===== config.mk =====
export PLATFORM = sky130hd
export DESIGN_NAME = cory_resample
export DESIGN_NICKNAME = d
export VERILOG_FILES = /design/src/rtl/cory_resample_pkg.sv /design/src/rtl/cory_resample_acc.sv /design/src/rtl/cory_resample.sv
export SDC_FILE = /design/constraint.sdc
export NUM_CORES = 1
export LEC_CHECK = 0
export ABC_AREA = 1
export CAP_MARGIN = 10
export CORE_MARGIN = 5
export CORE_UTILIZATION = 41
export DETAILED_ROUTE_END_ITERATION = 10
export HOLD_SLACK_MARGIN = 0.12
export PLACE_DENSITY = 0.66
export SETUP_SLACK_MARGIN = 0.5
export SLEW_MARGIN = 20
export SYNTH_ARGS = -nofsm -noshare
export SYNTH_HDL_FRONTEND = slang
export SYNTH_SLANG_ARGS = --single-unit

===== constraint.sdc =====
create_clock -name clk -period 6.47 [get_ports clk]
set_input_delay 0.9705 -clock clk [delete_from_list [all_inputs] [get_ports clk]]
set_output_delay 0.9705 -clock clk [all_outputs]
set_load 0.1 [all_outputs]

===== src/rtl/cory_resample_pkg.sv =====
// ---------------------------------------------------------------
// cory_resample_pkg: shared state encoding and pad-mode constants (rev 1.0)
// ---------------------------------------------------------------
`default_nettype none

package cory_resample_pkg;

  typedef enum logic [1:0] {
    ST_IDLE  = 2'd0,
    ST_RUN   = 2'd1,
    ST_PAD   = 2'd2,
    ST_DRAIN = 2'd3
  } state_e;

  localparam logic PAD_REPL = 1'b0;
  localparam logic PAD_ZERO = 1'b1;

endpackage

`default_nettype wire


===== src/rtl/cory_resample_acc.sv =====
// ---------------------------------------------------------------
// cory_resample_acc: saturating R+1+F position accumulator (rev 1.0)
// ---------------------------------------------------------------
`default_nettype none

module cory_resample_acc #(
  parameter int R  = 11,
  parameter int F  = 8,
  parameter int RI = 8
) (
  input  logic            clk,
  input  logic            reset_n,
  input  logic            load,
  input  logic            step,
  input  logic [RI+F-1:0] ratio,
  input  logic [R+F-1:0]  offset,
  input  logic [R-1:0]    in_cnt,
  output logic [R-1:0]    pos,
  output logic [F-1:0]    phase,
  output logic            beyond,
  output logic            advance
);

  localparam int AW = R + 1 + F;

  logic [AW-1:0] acc;
  logic [AW-1:0] acc_nxt;
  logic [AW:0]   sum;

  always_comb begin
    sum     = {1'b0, acc} + {{(AW + 1 - RI - F){1'b0}}, ratio};
    acc_nxt = sum[AW] ? '1 : sum[AW-1:0];
  end

  always_ff @(posedge clk or negedge reset_n) begin
    if (!reset_n) begin
      acc <= '0;
    end else if (load) begin
      acc <= {1'b0, offset};
    end else if (step) begin
      acc <= acc_nxt;
    end
  end

  assign pos     = acc[R+F-1:F];
  assign phase   = acc[F-1:0];
  assign beyond  = acc[R+F] | (pos >= in_cnt);
  // The overflow bit is part of the comparison so a saturating step still counts as a move.
  assign advance = acc_nxt[AW-1:F] != acc[AW-1:F];

endmodule

`default_nettype wire


===== src/rtl/cory_resample.sv =====
// ---------------------------------------------------------------
// cory_resample: multi-channel fixed-point resampler (rev 1.0)
// ---------------------------------------------------------------
`default_nettype none

module cory_resample
  import cory_resample_pkg::*;
#(
  parameter int N  = 8,
  parameter int C  = 3,
  parameter int R  = 11,
  parameter int F  = 8,
  parameter int RI = 8
) (
  input  logic            clk,
  input  logic            reset_n,
  input  logic            i_cmd_v,
  input  logic [R-1:0]    i_cmd_in_cnt,
  input  logic [R-1:0]    i_cmd_out_cnt,
  input  logic [RI+F-1:0] i_cmd_ratio,
  input  logic [R+F-1:0]  i_cmd_offset,
  input  logic            i_cmd_pad,
  output logic            o_cmd_r,
  input  logic            i_a_v,
  input  logic [C*N-1:0]  i_a_d,
  output logic            o_a_r,
  output logic            o_z_v,
  output logic [C*N-1:0]  o_z_d,
  output logic [R-1:0]    o_z_cnt,
  output logic [R-1:0]    o_z_pos,
  output logic [F-1:0]    o_z_phase,
  output logic            o_z_last,
  input  logic            i_z_r
);

  state_e         state;
  logic [R-1:0]   in_cnt;
  logic [R-1:0]   out_cnt;
  logic [R-1:0]   in_idx;
  logic [R-1:0]   out_idx;
  logic [R-1:0]   in_idx_nxt;
  logic           pad_mode;
  logic [C*N-1:0] last_d;

  logic [R-1:0]   pos;
  logic [F-1:0]   phase;
  logic           beyond;
  logic           advance;

  logic           cmd_hs;
  logic           a_hs;
  logic           z_hs;
  logic           is_last;
  logic           a_r;
  logic           z_v;
  logic [C*N-1:0] z_d;

  cory_resample_acc #(
    .R  (R),
    .F  (F),
    .RI (RI)
  ) u_acc (
    .clk     (clk),
    .reset_n (reset_n),
    .load    (cmd_hs),
    .step    (z_hs),
    .ratio   (i_cmd_ratio),
    .offset  (i_cmd_offset),
    .in_cnt  (in_cnt),
    .pos     (pos),
    .phase   (phase),
    .beyond  (beyond),
    .advance (advance)
  );

  assign cmd_hs  = (state == ST_IDLE) & i_cmd_v;
  assign is_last = out_idx == (out_cnt - R'(1));

  always_comb begin
    a_r = 1'b0;
    z_v = 1'b0;
    z_d = '0;
    case (state)
      ST_RUN: begin
        if (!beyond) begin
          if (in_idx != pos) begin
            a_r = 1'b1;
          end else begin
            // Input is held while the same position is still needed by a later output.
            z_v = i_a_v;
            z_d = i_a_d;
            a_r = i_z_r & (advance | is_last);
          end
        end
      end
      ST_PAD: begin
        z_v = 1'b1;
        z_d = (pad_mode == PAD_ZERO) ? '0 : last_d;
      end
      ST_DRAIN: a_r = in_idx != in_cnt;
      default: ;
    endcase
  end

  assign a_hs       = i_a_v & a_r;
  assign z_hs       = z_v & i_z_r;
  assign in_idx_nxt = in_idx + {{(R-1){1'b0}}, a_hs};

  always_ff @(posedge clk or negedge reset_n) begin
    if (!reset_n) begin
      state    <= ST_IDLE;
      in_cnt   <= '0;
      out_cnt  <= '0;
      pad_mode <= PAD_REPL;
      in_idx   <= '0;
      out_idx  <= '0;
      last_d   <= '0;
    end else if (cmd_hs) begin
      in_cnt   <= i_cmd_in_cnt;
      out_cnt  <= i_cmd_out_cnt;
      pad_mode <= i_cmd_pad;
      in_idx   <= '0;
      out_idx  <= '0;
      last_d   <= '0;
      state    <= (i_cmd_out_cnt == '0) ? ST_DRAIN : ST_RUN;
    end else begin
      in_idx <= in_idx_nxt;
      if (a_hs) last_d <= i_a_d;
      if (z_hs) out_idx <= out_idx + R'(1);
      case (state)
        ST_RUN: begin
          if (beyond) state <= ST_PAD;
          else if (z_hs && is_last) state <= (in_idx_nxt < in_cnt) ? ST_DRAIN : ST_IDLE;
        end
        ST_PAD: begin
          if (z_hs && is_last) state <= (in_idx_nxt < in_cnt) ? ST_DRAIN : ST_IDLE;
        end
        ST_DRAIN: begin
          if (in_idx_nxt == in_cnt) state <= ST_IDLE;
        end
        default: ;
      endcase
    end
  end

  assign o_cmd_r   = state == ST_IDLE;
  assign o_a_r     = a_r;
  assign o_z_v     = z_v;
  assign o_z_d     = z_d;
  assign o_z_cnt   = out_idx;
  assign o_z_pos   = pos;
  assign o_z_phase = phase;
  assign o_z_last  = z_v & is_last;

endmodule

`default_nettype wire


# --- Word level (Yosys, flattened, before mapping) ---
# Cells that the tools add are included.
classes:
  magnitude_cmp: 2
  n_mux: 25
  add_sub_neg: 4
  eq_ne: 9
  bitwise_logic: 7
  n_reduce_logical: 7
op_table:
  columns: ["op", "n"]
  rows:
  - ["$mux 24", 5]
  - ["$mux 20", 3]
  - ["$pmux 24 s2", 1]
  - ["$mux 11", 3]
  - ["$eq 11x11->1", 2]
  - ["$ne 11x11->1", 2]
  - ["$add 20x16->21", 1]
  - ["$mux 2", 6]
  - ["$ne 12x12->1", 1]
  - ["$add 11x1->11", 1]
  - ["$add 11x1->11 const B", 1]
  - ["$ge 11x11->1", 1]
  - ["$logic_not 11->1", 1]
  - ["$lt 11x11->1", 1]
  - ["$sub 11x1->11 const B", 1]
  - ["$pmux 2 s3", 1]
  - ["$and 1x1->1", 5]
  - ["$eq 2x2->1 const B", 2]
  - ["$mux 1", 4]
  - ["$pmux 1 s2", 2]
  - ["$reduce_bool 2->1", 2]
  - ["$reduce_bool 4->1", 1]
  - ["$ne 3x3->1 const B", 1]
  - ["$eq 2x1->1 const B", 1]
  - ["other kinds (4)", 5]
totals:
  word_cells: 62
  in_bits: 87
  reg_bits: 91
  out_inout_bits: 58

# --- Logic depth before layout (Yosys ltp) ---
# Gate-level depths: netlist (run 1).
depth:
  depth_word: 16
  mapped_depth: 46
  depth_no_buf: 45

# --- By module ---
# Synthesis (run 1) repeated with hierarchy kept, for this count alone.
unflattened:
  cells_unflattened: 1103
  hier_area_um2: 7519.7
by_module_without_submodules:
  columns: ["module", "n_inst", "area_per_inst_um2", "seq_area_each_um2", "cells_each"]
  rows:
  - ["cory_resample", 1, 4810.9, 1776.7, 671]
  - ["cory_resample_acc", 1, 2708.8, 500.5, 432]

# --- Least setup slack after synthesis (run 1) ---
# No wires, ideal clock.
synth_path:
  path_type: "register -> output"
  startpoint: "register u_acc.acc[16]"
  endpoint: "output o_z_last"
  required_time_ps: 5499
  slack_ps: 839
  arrival_ps: 4661
  n_path_buf: 0
  stages_incl_launch_ff: 12
  cell_sequence: "dfrtp_1 ha_1 nand2_1 inv_1 o21ai_0 nand2_1 a21oi_1 nand4_1 nand3b_1 a21oi_2 inv_1 nor3_1"
synth_via:
  elab_chain_len: 5
  elab_cells_between_ends: 7
  classes_between: "order compare: 1; eq/ne: 1; mux: 3; bitwise: 2"
synth_lines:
  columns: ["item", "line", "source"]
  rows:
  - ["start: declaration", "cory_resample_acc.sv:26", "logic [AW-1:0] acc;"]
  - ["start signal: assignment", "cory_resample_acc.sv:39", "acc <= {1'b0, offset};"]
  - ["start signal: assignment", "cory_resample_acc.sv:41", "acc <= acc_nxt;"]
  - ["$ge 11x11->1 or $ne 11x11->1 (tied branches)", "cory_resample_acc.sv:47, cory_resample.sv:86", null]
  - ["$or 1x1->1 or $mux 1 (tied branches)", "cory_resample_acc.sv:47, cory_resample.sv:86", null]
  - ["$mux 1 (*)", "cory_resample.sv:85", "if (!beyond) begin"]
  - ["$pmux 1 s2 (*)", "cory_resample.sv:83", "case (state)"]
  - ["net o_z_v", "cory_resample.sv:27", "output logic o_z_v,"]
  - ["$and 1x1->1 (*)", "cory_resample.sv:153", "assign o_z_last = z_v & is_last;"]
  - ["end: declaration", "cory_resample.sv:32", "output logic o_z_last,"]
# The timed path passes the listed nets; every way through them passes the cells marked *.

# --- Final worst setup path (run 1) ---
layout_path:
  startpoint: "input i_cmd_ratio[9]"
  endpoint: "register state[1]"
layout_via:
  elab_chain_len: 16
  elab_cells_between_ends: 19
  classes_between: "add/sub: 2; order compare: 1; eq/ne: 3; mux: 9; bitwise: 3; reduce/logical: 1"
layout_lines:
  columns: ["item", "line", "source"]
  rows:
  - ["start: declaration", "cory_resample.sv:20", "input logic [RI+F-1:0] i_cmd_ratio,"]
  - ["$add 20x16->21 (*)", "cory_resample_acc.sv:31", "sum = {1'b0, acc} + {{(AW + 1 - RI - F){1'b0}}, ratio};"]
  - ["$mux 20 (*)", "cory_resample_acc.sv:32", "acc_nxt = sum[AW] ? '1 : sum[AW-1:0];"]
  - ["$ne 12x12->1 (*)", "cory_resample_acc.sv:49", "assign advance = acc_nxt[AW-1:F] != acc[AW-1:F];"]
  - ["$or 1x1->1 (*)", "cory_resample.sv:92", "a_r = i_z_r & (advance | is_last);"]
  - ["$and 1x1->1 (*)", "cory_resample.sv:92", null]
  - ["$mux 1 (*)", "cory_resample.sv:86", "if (in_idx != pos) begin"]
  - ["$mux 1 (*)", "cory_resample.sv:85", null]
  - ["$pmux 1 s2 (*)", "cory_resample.sv:83", null]
  - ["$and 1x1->1 (*)", "cory_resample.sv:105", "assign a_hs = i_a_v & a_r;"]
  - ["$add 11x1->11 (*)", "cory_resample.sv:107", "assign in_idx_nxt = in_idx + {{(R-1){1'b0}}, a_hs};"]
  - ["$lt 11x11->1", "cory_resample.sv:133, cory_resample.sv:136", null]
  - ["$mux 2 (2 in a row)", "cory_resample.sv:133, cory_resample.sv:136", null]
  - ["$mux 2", "cory_resample.sv:132", "if (beyond) state <= ST_PAD;"]
  - ["$pmux 2 s3", "cory_resample.sv:130", "case (state)"]
  - ["$mux 2", "cory_resample.sv:118", "end else if (cmd_hs) begin"]
  - ["end signal: assignment", "cory_resample.sv:125", "state <= (i_cmd_out_cnt == '0) ? ST_DRAIN : ST_RUN;"]
  - ["end signal: assignment", "cory_resample.sv:133", "else if (z_hs && is_last) state <= (in_idx_nxt < in_cnt) ? ST_DRAIN : ST_IDLE;"]
  - ["end signal: assignment", "cory_resample.sv:136", "if (z_hs && is_last) state <= (in_idx_nxt < in_cnt) ? ST_DRAIN : ST_IDLE;"]
  - ["end: declaration", "cory_resample.sv:36", "state_e state;"]
# Mark *: on every way between the ends. The rest lies on a longest branch, timed or not.
# A chain may end at the register's enable or synchronous reset.

==> metrics.log, run 1 <==
[metrics] outcome: finished clean
[metrics] final total negative setup slack: 0 ns
[metrics] gate count after technology mapping: around 1.1k
[metrics] All-Layer GR Usage: a little over a fifth
[metrics] Worst Max-Slew Pin Slew: 1.02 ns
[metrics] vias per cell: 5.15
[metrics] Starting Density: between 40% and 50%
[metrics] share of Yosys cell area claimed by the top area cell type: a little under a third
[metrics] required time worst endpoint: approximately 6.7 ns
[metrics] number of enable flip-flop cells after synthesis: 0
[metrics] Critical-path top delay cell: sky130_fd_sc_hd__clkdlybuf4s50_1
[metrics] number of antenna violations at the first check in global routing: 0
[metrics] count of distinct cell types in the synthesized netlist: between 40 and 50
[metrics] mapped cell area: 7380 sq um
[metrics] Hold Slack: ~0.5 ns
[metrics] Sink Count: 91
[metrics] First-pass DRT Iterations: 5
[metrics] final-report setup violation count: 0
[metrics] Power Dens Cells: 517 nW/um^2
[metrics] Die X: 144 um
[metrics] type of element capturing the critical path: register
[metrics] highest clock rate: 178 MHz
[metrics] Area Growth Syn to Fin: 27.1%
[metrics] PnR Total Power: 4.85 mW
[metrics] share of flip-flops with an asynchronous set or reset after synthesis: 100%
[metrics] utilization after layout: 52.6%
[metrics] endpoint arrival time on the critical path: between 5 and 6 ns
[metrics] Die Footprint: between 20000 and 25000 sq um
[metrics] detailed-route via count: between 7k and 8k
[metrics] number of synthesized register bits: 91
[metrics] biggest cell delay along the critical path: 0.45 ns
[metrics] Relative slew margins: approximately a third
[metrics] final worst path period need: roughly 5.6 ns
[metrics] placeable core area: roughly 18000 sq um
[metrics] maximum level of the CTS H-tree: 3
[metrics] detailed-route DRC error count: 0
[metrics] detailed-placement wirelength estimate: 16400 um
[metrics] number of DRC violations after detailed-routing iteration 0: approximately 430
[metrics] family with the most delay on the worst path: simple AND/OR/NAND/NOR gates
[metrics] residual overflow from global routing: 0
[metrics] largest net degree at the start of global routing: 66
[metrics] Worst VDD drop: between 0.0003 and 0.0004 V
[metrics] root buffer cell: sky130_fd_sc_hd__clkbuf_16
[metrics] Worst Setup Start Kind: primary input
[metrics] WP buf/inv: 7
[metrics] clock latency on the worst-skew pair: roughly 0.36 ns
[metrics] Synth area leader: sky130_fd_sc_hd__dfrtp_1
[metrics] via count of the first global-routing pass: 7009
[metrics] type of the worst min-delay path: reg -> reg
[metrics] RSZ-0062 raised after global routing: no
[metrics] maximum number of buffers from clock root to sink: 2
[metrics] TritonCTS buffer count: 9
[metrics] total of hold buffers inserted after clock tree synthesis: 0
[metrics] average cell area after synthesis: slightly below 7 sq um
[metrics] last weighted congestion value of the routability-driven placer: roughly 0.94
[metrics] top area cells in the synthesized netlist: sky130_fd_sc_hd__dfrtp_1 31%, sky130_fd_sc_hd__nand2_1 16%, sky130_fd_sc_hd__ha_1 7.8%
[metrics] cell with the most instances on the worst path: sky130_fd_sc_hd__nand2_1
[metrics] Detail Route Antenna Nets: 0
[metrics] Synth Net Count: between 1k and 1.5k
[metrics] standard-cell row count: 49
[metrics] TritonCTS clock tree: built
[metrics] Final Hold Viols: 0
[metrics] maximum fanout count along the critical path: 5
[metrics] count of synthesis-stage warnings from yosys: 0
[metrics] Max Cap Violations: 0
[metrics] fraction of final layout cells with drive strength greater than 1: 10.1%
[metrics] area of all placed cells without fillers: 9380 sq um
[metrics] # IOs: around 150
[metrics] global-route wire length before repair: between 30000 and 40000 um
[metrics] CTS clk-pin slew, worst paths: 0.07 ns
[metrics] Port Buffers: between 100 and 150
[metrics] mean routed wirelength per cell: ~15 um
[metrics] Post-Route Skew: 0.0115 ns
[metrics] Static Leakage: around 4.5 nW
[metrics] sum of routed wire length over all layers: 21700 um
[metrics] post-place instance area: between 8000 and 9000 sq um
[metrics] max-slew violation count: 0
[metrics] category of the most critical setup path: in -> reg
[metrics] portion of the clock cycle consumed by the worst path in the final layout: 86.6%
[metrics] share of the yosys chip area belonging to registers: a little under a third
[metrics] dominant synthesized flop cell: sky130_fd_sc_hd__dfrtp_1
[metrics] floorplan die height: between 100 and 150 um
[metrics] net count of the finished layout: ~1.3k
metrics by stage:
step | cells | worst slack (ns)
finish | 1414 | 0.864
global route | 1413 | 0.430
CTS | 1408 | 0.525
detailed placement | 1393 | 0.0485
global placement | 1393 | 0.273
floorplan | 1063 | 0.839
routing by layer:
metal  routed length, um  part of all wire [%]  vias up  track usage [%]
met5                   0                     0        -                0
met4                 566                   2.6        0             7.85
met3                1000                   4.6       35             2.35
met2               10300                    48      166             34.8
met1                9740                    45     3389             27.8
li1                    -                     -     3697                -
worst reg2reg max path, delay by kind of cell, from the launching register on:
family                   cells  cell delay [ns]
flip-flops                   1             0.50
XOR/XNOR                     1             0.20
AO/OA/AOI/OAI                4             0.55
AND/OR/NAND/NOR             26             2.28
buffers and inverters        7             0.52
adder cells (fa/ha/maj)      4             0.98
cell usage after synthesis, drive strengths merged, types with 7 or more instances:
| library cell | count |
|---|---|
| buf | 34 |
| clkbuf | 18 |
| o21ai | 54 |
| xnor2 | 13 |
| o211ai | 7 |
| xor2 | 18 |
| nor3 | 14 |
| a21oi | 61 |
| o22ai | 10 |
| nand2 | 322 |
| dfrtp | 91 |
| nand4 | 45 |
| ha | 46 |
| inv | 129 |
| nor2 | 80 |
| nand3 | 90 |
| or2 | 7 |
flip-flops by register name, indices dropped and copies added (netlist names):
register / count
o_z_cnt: 11
state: 2
u_acc.acc: 20
last_d: 24
out_cnt: 11
pad_mode: 1
in_idx: 11
in_cnt: 11
cells in the final DEF (no fill, tap or decap), types with 24 or more instances in the layout:
cell,n
sky130_fd_sc_hd__clkdlybuf4s50_1,141
sky130_fd_sc_hd__ha_1,40
sky130_fd_sc_hd__nand4_1,45
sky130_fd_sc_hd__a21oi_1,57
sky130_fd_sc_hd__nor2_1,70
sky130_fd_sc_hd__nand3_1,63
sky130_fd_sc_hd__inv_1,120
sky130_fd_sc_hd__nand2_1,305
sky130_fd_sc_hd__dfrtp_1,91
sky130_fd_sc_hd__nand3_2,24
sky130_fd_sc_hd__o21ai_0,48
path summary, 6_finish.rpt:
kind | start | end | slack, ns | depth (start not counted)
worst max-delay path | i_cmd_ratio[9] | state[1] | 0.86 | 42
worst min-delay path | pad_mode | pad_mode | 0.50 | 2
worst max register to register | u_acc.acc[12] | state[1] | 1.36 | 42
worst min register to register | pad_mode | pad_mode | 0.50 | 2
max in group asynchronous | reset_n | state[1] | 4.73 | 2
min in group asynchronous | reset_n | u_acc.acc[3] | 0.57 | 1
power breakdown:
group	internal (mW)	switching [mW]	total [mW]
combinational	0.999	2.25	3.24
clock	0.311	0.248	0.559
sequential	0.795	0.251	1.05
logic make-up (layout without fill, tap and decap cells):
logic type | after synthesis | count (layout) | share of synthesized area (%)
XOR/XNOR | 31 | 31 | 3.68
adder cells (fa/ha/maj) | 47 | 47 | 8.07
AND/OR/NAND/NOR | 564 | 564 | 35.3
AO/OA/AOI/OAI | 146 | 146 | 11.0
flip-flops | 91 | 91 | 30.9
buffers and inverters | 184 | 305 | 11.1
other | 0 | 1 | 0
layout make-up:
| class | instances | area [sq um] |
|---|---|---|
| multi-input combinational | 788 | 4470 |
| clock inverter | 5 | 62.6 |
| clock buffer | 10 | 239 |
| fill | 1793 | 8460 |
| antenna | 1 | 2.50 |
| tap | 229 | 287 |
| inverter | 132 | 498 |
| sequential | 91 | 2280 |
| timing repair buffer | 158 | 1550 |
what timing repair did:
item | CTS | global route
cloned | 0 | 0
resized for setup | 2 | 43
setup buffers | 0 | 5
endpoints found under the setup margin | 1 | 2
pin swaps | 0 | 21
Note: power is estimated with default switching activity, not from simulation.
==> inputs of run 2 (changes only) <==
--- a/config.mk
+++ b/config.mk
@@ -11,6 +11,7 @@
 export CORE_UTILIZATION = 41
 export DETAILED_ROUTE_END_ITERATION = 10
 export HOLD_SLACK_MARGIN = 0.12
+export MAX_ROUTING_LAYER = met4
 export PLACE_DENSITY = 0.66
 export SETUP_SLACK_MARGIN = 0.5
 export SLEW_MARGIN = 20
==> metrics.log, run 2 (synthesized netlist as in run 1, its figures left out) <==
[metrics] biggest cell delay along the critical path: 0.42 ns (-0.03 ns)
[metrics] Placement Setup Slack: 0.0687 ns (+0.0201 ns)
[metrics] share of total power in the clock network: 11.5% (about the same)
[metrics] reported net switching power: 2.73 mW (-0.35%)
[metrics] worst hold stages: 2 (unchanged)
[metrics] Hold Slack: 0.500 ns (+0.00494 ns)
[metrics] via count of the first global-routing pass: 6864 (-2.1%)
[metrics] WP buf/inv: 7 (unchanged)
[metrics] cell with the most instances on the worst path: sky130_fd_sc_hd__nand2_1
[metrics] RSZ-0062 raised after global routing: no
[metrics] mean routed wirelength per cell: 15.3 um (+0.21%)
[metrics] maximum level of the CTS H-tree: 3 (unchanged)
[metrics] max-slew violation count: 0 (unchanged)
[metrics] Final Hold Viols: 0 (unchanged)
[metrics] Starting Density: 41.4% (unchanged)
[metrics] sum of routed wire length over all layers: 21700 um (+0.35%)
[metrics] top flop regs: last_d (24), u_acc.acc (20)
[metrics] category of the most critical setup path: in -> reg
[metrics] Die Footprint: 20800 sq um (unchanged)
[metrics] internal power summed over all cells: 2.10 mW (-0.29%)
[metrics] length in cells of the worst reg-to-reg path: 43 (+2.4%)
[metrics] power share of the combinational group: 66.8% (about the same)
[metrics] final-report setup violation count: 0 (unchanged)
[metrics] Sink Count: 91 (unchanged)
[metrics] number of antenna violations at the first check in global routing: 0 (unchanged)
[metrics] most used cells in the layout excluding fill and tap cells: 308 x sky130_fd_sc_hd__nand2_1, 142 x sky130_fd_sc_hd__clkdlybuf4s50_1, 122 x sky130_fd_sc_hd__inv_1
[metrics] clock latency on the worst-skew pair: 0.36 ns (about the same)
[metrics] floorplan die height: 144 um (unchanged)
[metrics] number of inserted diodes: 0 (-1)
[metrics] TritonCTS clock tree: built
[metrics] leading cell type in the layout, fill and taps excluded: sky130_fd_sc_hd__nand2_1
[metrics] Relative slew margins: 30.9% (-1.0 points)
[metrics] Sw Ratio: 56.6% (about the same)
[metrics] family with the most delay on the worst path: simple AND/OR/NAND/NOR gates
[metrics] placeable core area: 17800 sq um (unchanged)
[metrics] final total negative setup slack: 0 ns (unchanged)
[metrics] maximum number of buffers from clock root to sink: 2 (unchanged)
[metrics] stages on the worst setup path: 46 (+9.5%)
[metrics] type of element capturing the critical path: register
[metrics] Power Dens Cells: 517 nW/um^2 (about the same)
[metrics] Die X: 144 um (unchanged)
[metrics] total of hold buffers inserted after clock tree synthesis: 0 (unchanged)
[metrics] final worst path period need: 5.69 ns (+0.0795 ns)
[metrics] number of flip-flops in the largest register: 24 (unchanged)
[metrics] top register by number of flip-flops: last_d
[metrics] vias per cell: 5.13 (-0.44%)
[metrics] type of the worst min-delay path: reg -> reg
[metrics] Max Cap Violations: 0 (unchanged)
[metrics] Flop pwr share: 21.7% (about the same)
[metrics] global-route wire length before repair: 34500 um (-0.91%)
[metrics] All-Layer GR Usage: 21.3% (+0.48 points)
[metrics] Area Growth Syn to Fin: 26.7%
[metrics] Critical-path top delay cell: sky130_fd_sc_hd__fa_2
[metrics] Placed Cells: 1393 (unchanged)
[metrics] detailed-placement wirelength estimate: 16500 um (+0.56%)
[metrics] PnR Total Power: 4.83 mW (-0.33%)
[metrics] maximum fanout count along the critical path: 5 (unchanged)
[metrics] slack of the critical path: 0.784 ns (-0.0795 ns)
[metrics] number of DRC violations after detailed-routing iteration 0: 472 (+11%)
[metrics] TritonCTS buffer count: 9 (unchanged)
[metrics] First-pass DRT Iterations: 6 (+1)
[metrics] Worst Setup Start Kind: primary input
[metrics] Port Buffers: 144 (unchanged)
[metrics] required time worst endpoint: 6.71 ns (about the same)
[metrics] Static Leakage: 4.45 nW (-0.31%)
[metrics] portion of the clock cycle consumed by the worst path in the final layout: 87.9% (+1.2 points)
[metrics] highest clock rate: 176 MHz (-1.4%)
[metrics] fraction of final layout cells with drive strength greater than 1: 9.86% (-0.28 points)
[metrics] endpoint arrival time on the critical path: 5.93 ns (+0.08 ns)
[metrics] root buffer cell: sky130_fd_sc_hd__clkbuf_16
[metrics] outcome: finished clean
[metrics] net count of the finished layout: 1316 (+0.15%)
[metrics] Detail Route Antenna Nets: 0 (unchanged)
[metrics] residual overflow from global routing: 0 (unchanged)
[metrics] standard-cell row count: 49 (unchanged)
[metrics] detailed-route via count: 7265 (-0.30%)
[metrics] Post-Route Skew: 0.0109 ns (-0.000599 ns)
[metrics] Non-Filler Instances: 1416 (+0.14%)
[metrics] Worst Max-Slew Pin Slew: 1.03 ns (+0.0150 ns)
[metrics] last weighted congestion value of the routability-driven placer: 0.945 (+0.35%)
[metrics] detailed-route DRC error count: 0 (unchanged)
[metrics] CTS clk-pin slew, worst paths: 0.07 ns (about the same)
[metrics] largest net degree at the start of global routing: 61 (-7.6%)
[metrics] # IOs: 145 (unchanged)
[metrics] Worst VDD drop: 0.000351 V (-3.7%)
## run 2: cell type report
type / instances / area [sq um]
fillers: 1754 / 8490
multi-input cells: 788 / 4430
flip-flops and latches: 91 / 2280
repair buffers: 160 / 1560
inverters: 132 / 495
well taps: 229 / 287
clock buffers: 10 / 229
clock inverters: 6 / 71.3
## run 2: final timing paths
| kind | from | end | slack (ns) |
|---|---|---|---|
| max | i_cmd_ratio[0] | state[1] | 0.78 |
| min | pad_mode | pad_mode | 0.50 |
| max reg2reg | u_acc.acc[12] | state[1] | 1.33 |
| min reg2reg | pad_mode | pad_mode | 0.50 |
| max in group asynchronous | reset_n | state[1] | 4.77 |
| min in group asynchronous | reset_n | u_acc.acc[2] | 0.55 |
## run 2: metrics by stage
| stage | cell area [sq um] | util (%) |
|---|---|---|
| 5_1_grt | 9350 | 52.4 |
| 4_1_cts | 9170 | 51.4 |
| 3_3_place_gp | 8860 | 49.7 |
| 6_report | 9350 | 52.4 |
| 3_5_place_dp | 8860 | 49.7 |
| 2_1_floorplan | 7380 | - |
## run 2: worst min-delay path, stage by stage, from the launching register on
cell                      delay, ns
sky130_fd_sc_hd__dfrtp_1       0.35
sky130_fd_sc_hd__nand2_1       0.06
sky130_fd_sc_hd__nand2_1       0.06
## run 2: timing repair
item                       CTS  global route
buffers inserted             0             7
pin swaps                    0             9
gates resized for setup      2            26
setup endpoints to repair    1             2
## run 2: power by group through the flow
| stage | clock network, mW | registers [mW] | logic, mW |
|---|---|---|---|
| after CTS | 0.564 | 1.04 | 3.18 |
| after detailed placement | 0 | 1.05 | 3.16 |
| after global routing | 0.587 | 1.08 | 3.56 |
| after floorplan | 0 | 1.05 | 2.47 |
| final | 0.556 | 1.05 | 3.23 |
| after global placement | 0 | 1.05 | 3.12 |
## run 2: routing by layer
layer | wire, um | GRT usage (%)
met1 | 9900 | 27.9
met2 | 10400 | 34.9
met3 | 979 | 2.51
met4 | 460 | 6.04
met5 | 0 | -
==> inputs of run 3 (changes only) <==
--- a/config.mk
+++ b/config.mk
@@ -10,9 +10,9 @@
 export CORE_MARGIN = 5
 export CORE_UTILIZATION = 41
 export DETAILED_ROUTE_END_ITERATION = 10
+export DONT_BUFFER_PORTS = 1
 export HOLD_SLACK_MARGIN = 0.12
 export MAX_ROUTING_LAYER = met4
-export PLACE_DENSITY = 0.66
 export SETUP_SLACK_MARGIN = 0.5
 export SLEW_MARGIN = 20
 export SYNTH_ARGS = -nofsm -noshare
==> metrics.log, run 3 (synthesized netlist as in run 1, its figures left out) <==
[metrics] CTS clk-pin slew, worst paths: 0.07 ns (about the same)
[metrics] most used cells in the layout excluding fill and tap cells: 310 x sky130_fd_sc_hd__nand2_1, 124 x sky130_fd_sc_hd__inv_1, 91 x sky130_fd_sc_hd__dfrtp_1
[metrics] Worst VDD drop: 0.000294 V (-16%)
[metrics] Relative slew margins: 21.3% (-9.7 points)
[metrics] power share of the combinational group: 67.5% (+0.7 points)
[metrics] Max Cap Violations: 0 (unchanged)
[metrics] number of antenna violations at the first check in global routing: 0 (unchanged)
[metrics] # IOs: 145 (unchanged)
[metrics] TritonCTS buffer count: 9 (unchanged)
[metrics] top flop regs: last_d (24), u_acc.acc (20)
[metrics] fraction of final layout cells with drive strength greater than 1: 14.5% (+4.6 points)
[metrics] Port Buffers: 0 (-100%)
[metrics] Die Footprint: 20800 sq um (unchanged)
[metrics] largest net degree at the start of global routing: 92 (+51%)
[metrics] Power Dens Cells: 573 nW/um^2 (+11%)
[metrics] mean routed wirelength per cell: 16.2 um (+5.8%)
[metrics] Critical-path top delay cell: sky130_fd_sc_hd__fa_2
[metrics] Post-Route Skew: 0.0143 ns (+0.00338 ns)
[metrics] Final Hold Viols: 0 (unchanged)
[metrics] floorplan die height: 144 um (unchanged)
[metrics] last weighted congestion value of the routability-driven placer: 0.884 (-6.4%)
[metrics] maximum level of the CTS H-tree: 3 (unchanged)
[metrics] biggest cell delay along the critical path: 0.38 ns (-0.04 ns)
[metrics] global-route wire length before repair: 34100 um (-1.2%)
[metrics] vias per cell: 5.23 (+1.8%)
[metrics] required time worst endpoint: 6.72 ns (about the same)
[metrics] FF-to-FF setup slack: 1.11 ns (-0.22 ns)
[metrics] placeable core area: 17800 sq um (unchanged)
[metrics] total of hold buffers inserted after clock tree synthesis: 0 (unchanged)
[metrics] top register by number of flip-flops: last_d
[metrics] category of the most critical setup path: in -> reg
[metrics] internal power summed over all cells: 1.98 mW (-5.7%)
[metrics] Worst Setup Start Kind: primary input
[metrics] detailed-placement wirelength estimate: 16100 um (-2.2%)
[metrics] root buffer cell: sky130_fd_sc_hd__clkbuf_16
[metrics] launch point of the worst reg-to-reg path: u_acc.acc[7]
[metrics] Sw Ratio: 58.2% (+1.6 points)
[metrics] detailed-route DRC error count: 0 (unchanged)
[metrics] filler cell count: 1864 (+6.3%)
[metrics] residual overflow from global routing: 0 (unchanged)
[metrics] setup repair bufs after CTS: 0 (unchanged)
[metrics] endpoint arrival time on the critical path: 5.71 ns (-0.22 ns)
[metrics] number of DRC violations after detailed-routing iteration 0: 448 (-5.1%)
[metrics] utilization after layout: 46.3% (-6.2 points)
[metrics] area taken by flip-flops and latches: 2280 sq um (unchanged)
[metrics] type of the worst min-delay path: in -> async
[metrics] Area Growth Syn to Fin: 11.8%
[metrics] share of total power in the clock network: 12.1% (+0.6 points)
[metrics] Worst Max-Slew Pin Slew: 1.18 ns (+0.149 ns)
[metrics] length in cells of the worst reg-to-reg path: 45 (+4.7%)
[metrics] Die X: 144 um (unchanged)
[metrics] Static Leakage: 4.12 nW (-7.4%)
[metrics] RSZ-0062 raised after global routing: no
[metrics] Flop pwr share: 20.4% (-1.3 points)
[metrics] Placement Setup Slack: 0.374 ns (+0.305 ns)
[metrics] maximum fanout count along the critical path: 13 (+8)
[metrics] maximum number of buffers from clock root to sink: 2 (unchanged)
[metrics] highest clock rate: 183 MHz (+4.1%)
[metrics] clock latency on the worst-skew pair: 0.36 ns (about the same)
[metrics] TritonCTS clock tree: built
[metrics] slack of the critical path: 1.01 ns (+0.224 ns)
[metrics] multi-input combinational cell area: 4490 sq um (+1.3%)
[metrics] Sink Count: 91 (unchanged)
[metrics] reported net switching power: 2.75 mW (+0.64%)
[metrics] final total negative setup slack: 0 ns (unchanged)
[metrics] standard-cell row count: 49 (unchanged)
[metrics] portion of the clock cycle consumed by the worst path in the final layout: 84.4% (-3.5 points)
[metrics] max-slew violation count: 0 (unchanged)
[metrics] leading cell type in the layout, fill and taps excluded: sky130_fd_sc_hd__nand2_1
[metrics] number of flip-flops in the largest register: 24 (unchanged)
[metrics] net count of the finished layout: 1206 (-8.4%)
[metrics] outcome: finished clean
[metrics] origin of the worst setup path: i_cmd_ratio[0]
[metrics] detailed-route via count: 6824 (-6.1%)
[metrics] Starting Density: 41.4% (unchanged)
[metrics] number of inserted diodes: 0 (unchanged)
[metrics] cell with the most instances on the worst path: sky130_fd_sc_hd__nand2_1
[metrics] type of element capturing the critical path: register
[metrics] All-Layer GR Usage: 21.2% (-0.12 points)
[metrics] Detail Route Antenna Nets: 0 (unchanged)
[metrics] First-pass DRT Iterations: 4 (-2)
[metrics] via count of the first global-routing pass: 6669 (-2.8%)
[metrics] sum of routed wire length over all layers: 21200 um (-2.5%)
[metrics] final-report setup violation count: 0 (unchanged)
[metrics] final worst path period need: 5.46 ns (-0.224 ns)
run 3: cell type report:
cell class | instances | area share, %
Multi-Input combinational cell | 789 | 54.4
Clock inverter | 7 | 1.12
Sequential cell | 91 | 27.6
Timing Repair Buffer | 49 | 4.70
Inverter | 132 | 6.00
Clock buffer | 9 | 2.73
Tap cell | 229 | 3.47
run 3: layer usage:
metal / global-route usage [%] / routed length, um
met1: 27.9 / 9960
met2: 33.4 / 9740
met3: 3.27 / 988
met4: 7.12 / 505
met5: - / 0
run 3: critical path: cells and delay by family:
kind	cells	cell delay, ns
adder cells (fa/ha/maj)	5	1.20
AND/OR/NAND/NOR	30	2.53
buffers and inverters	6	0.50
AO/OA/AOI/OAI	3	0.33
XOR/XNOR	1	0.18
run 3: worst paths after layout:
kind                            endpoint
hold / removal                o_z_cnt[9]
min in group clk                pad_mode
setup / recovery                state[1]
hold reg to reg                 pad_mode
setup reg to reg                state[1]
max in group asynchronous  u_acc.acc[13]
run 3: timing repair:
action	CTS	global route
endpoints found under the hold margin	0	0
endpoints found under the setup margin	0	2
resized for setup	0	4
run 3: power groups by stage:
| stage | clock network, mW | registers, mW | logic [mW] |
|---|---|---|---|
| 3_3_place_gp | 0 | 0.972 | 3.13 |
| 4_1_cts | 0.590 | 0.966 | 3.16 |
| 5_1_grt | 0.617 | 0.999 | 3.53 |
| 6_report | 0.571 | 0.965 | 3.20 |
| 2_1_floorplan | 0 | 1.05 | 2.47 |
| 3_5_place_dp | 0 | 0.976 | 3.15 |
run 3: per-stage QoR:
stage | hold slack [ns] | cell area [sq um] | power, mW | std cells
global route | 0.284 | 8250 | 5.15 | 1306
global placement | 0.470 | 7840 | 4.10 | 1289
floorplan | 0.450 | 7380 | 3.53 | 1063
detailed placement | 0.467 | 7850 | 4.13 | 1289
finish | 0.306 | 8250 | 4.73 | 1306
CTS | 0.283 | 8170 | 4.72 | 1305
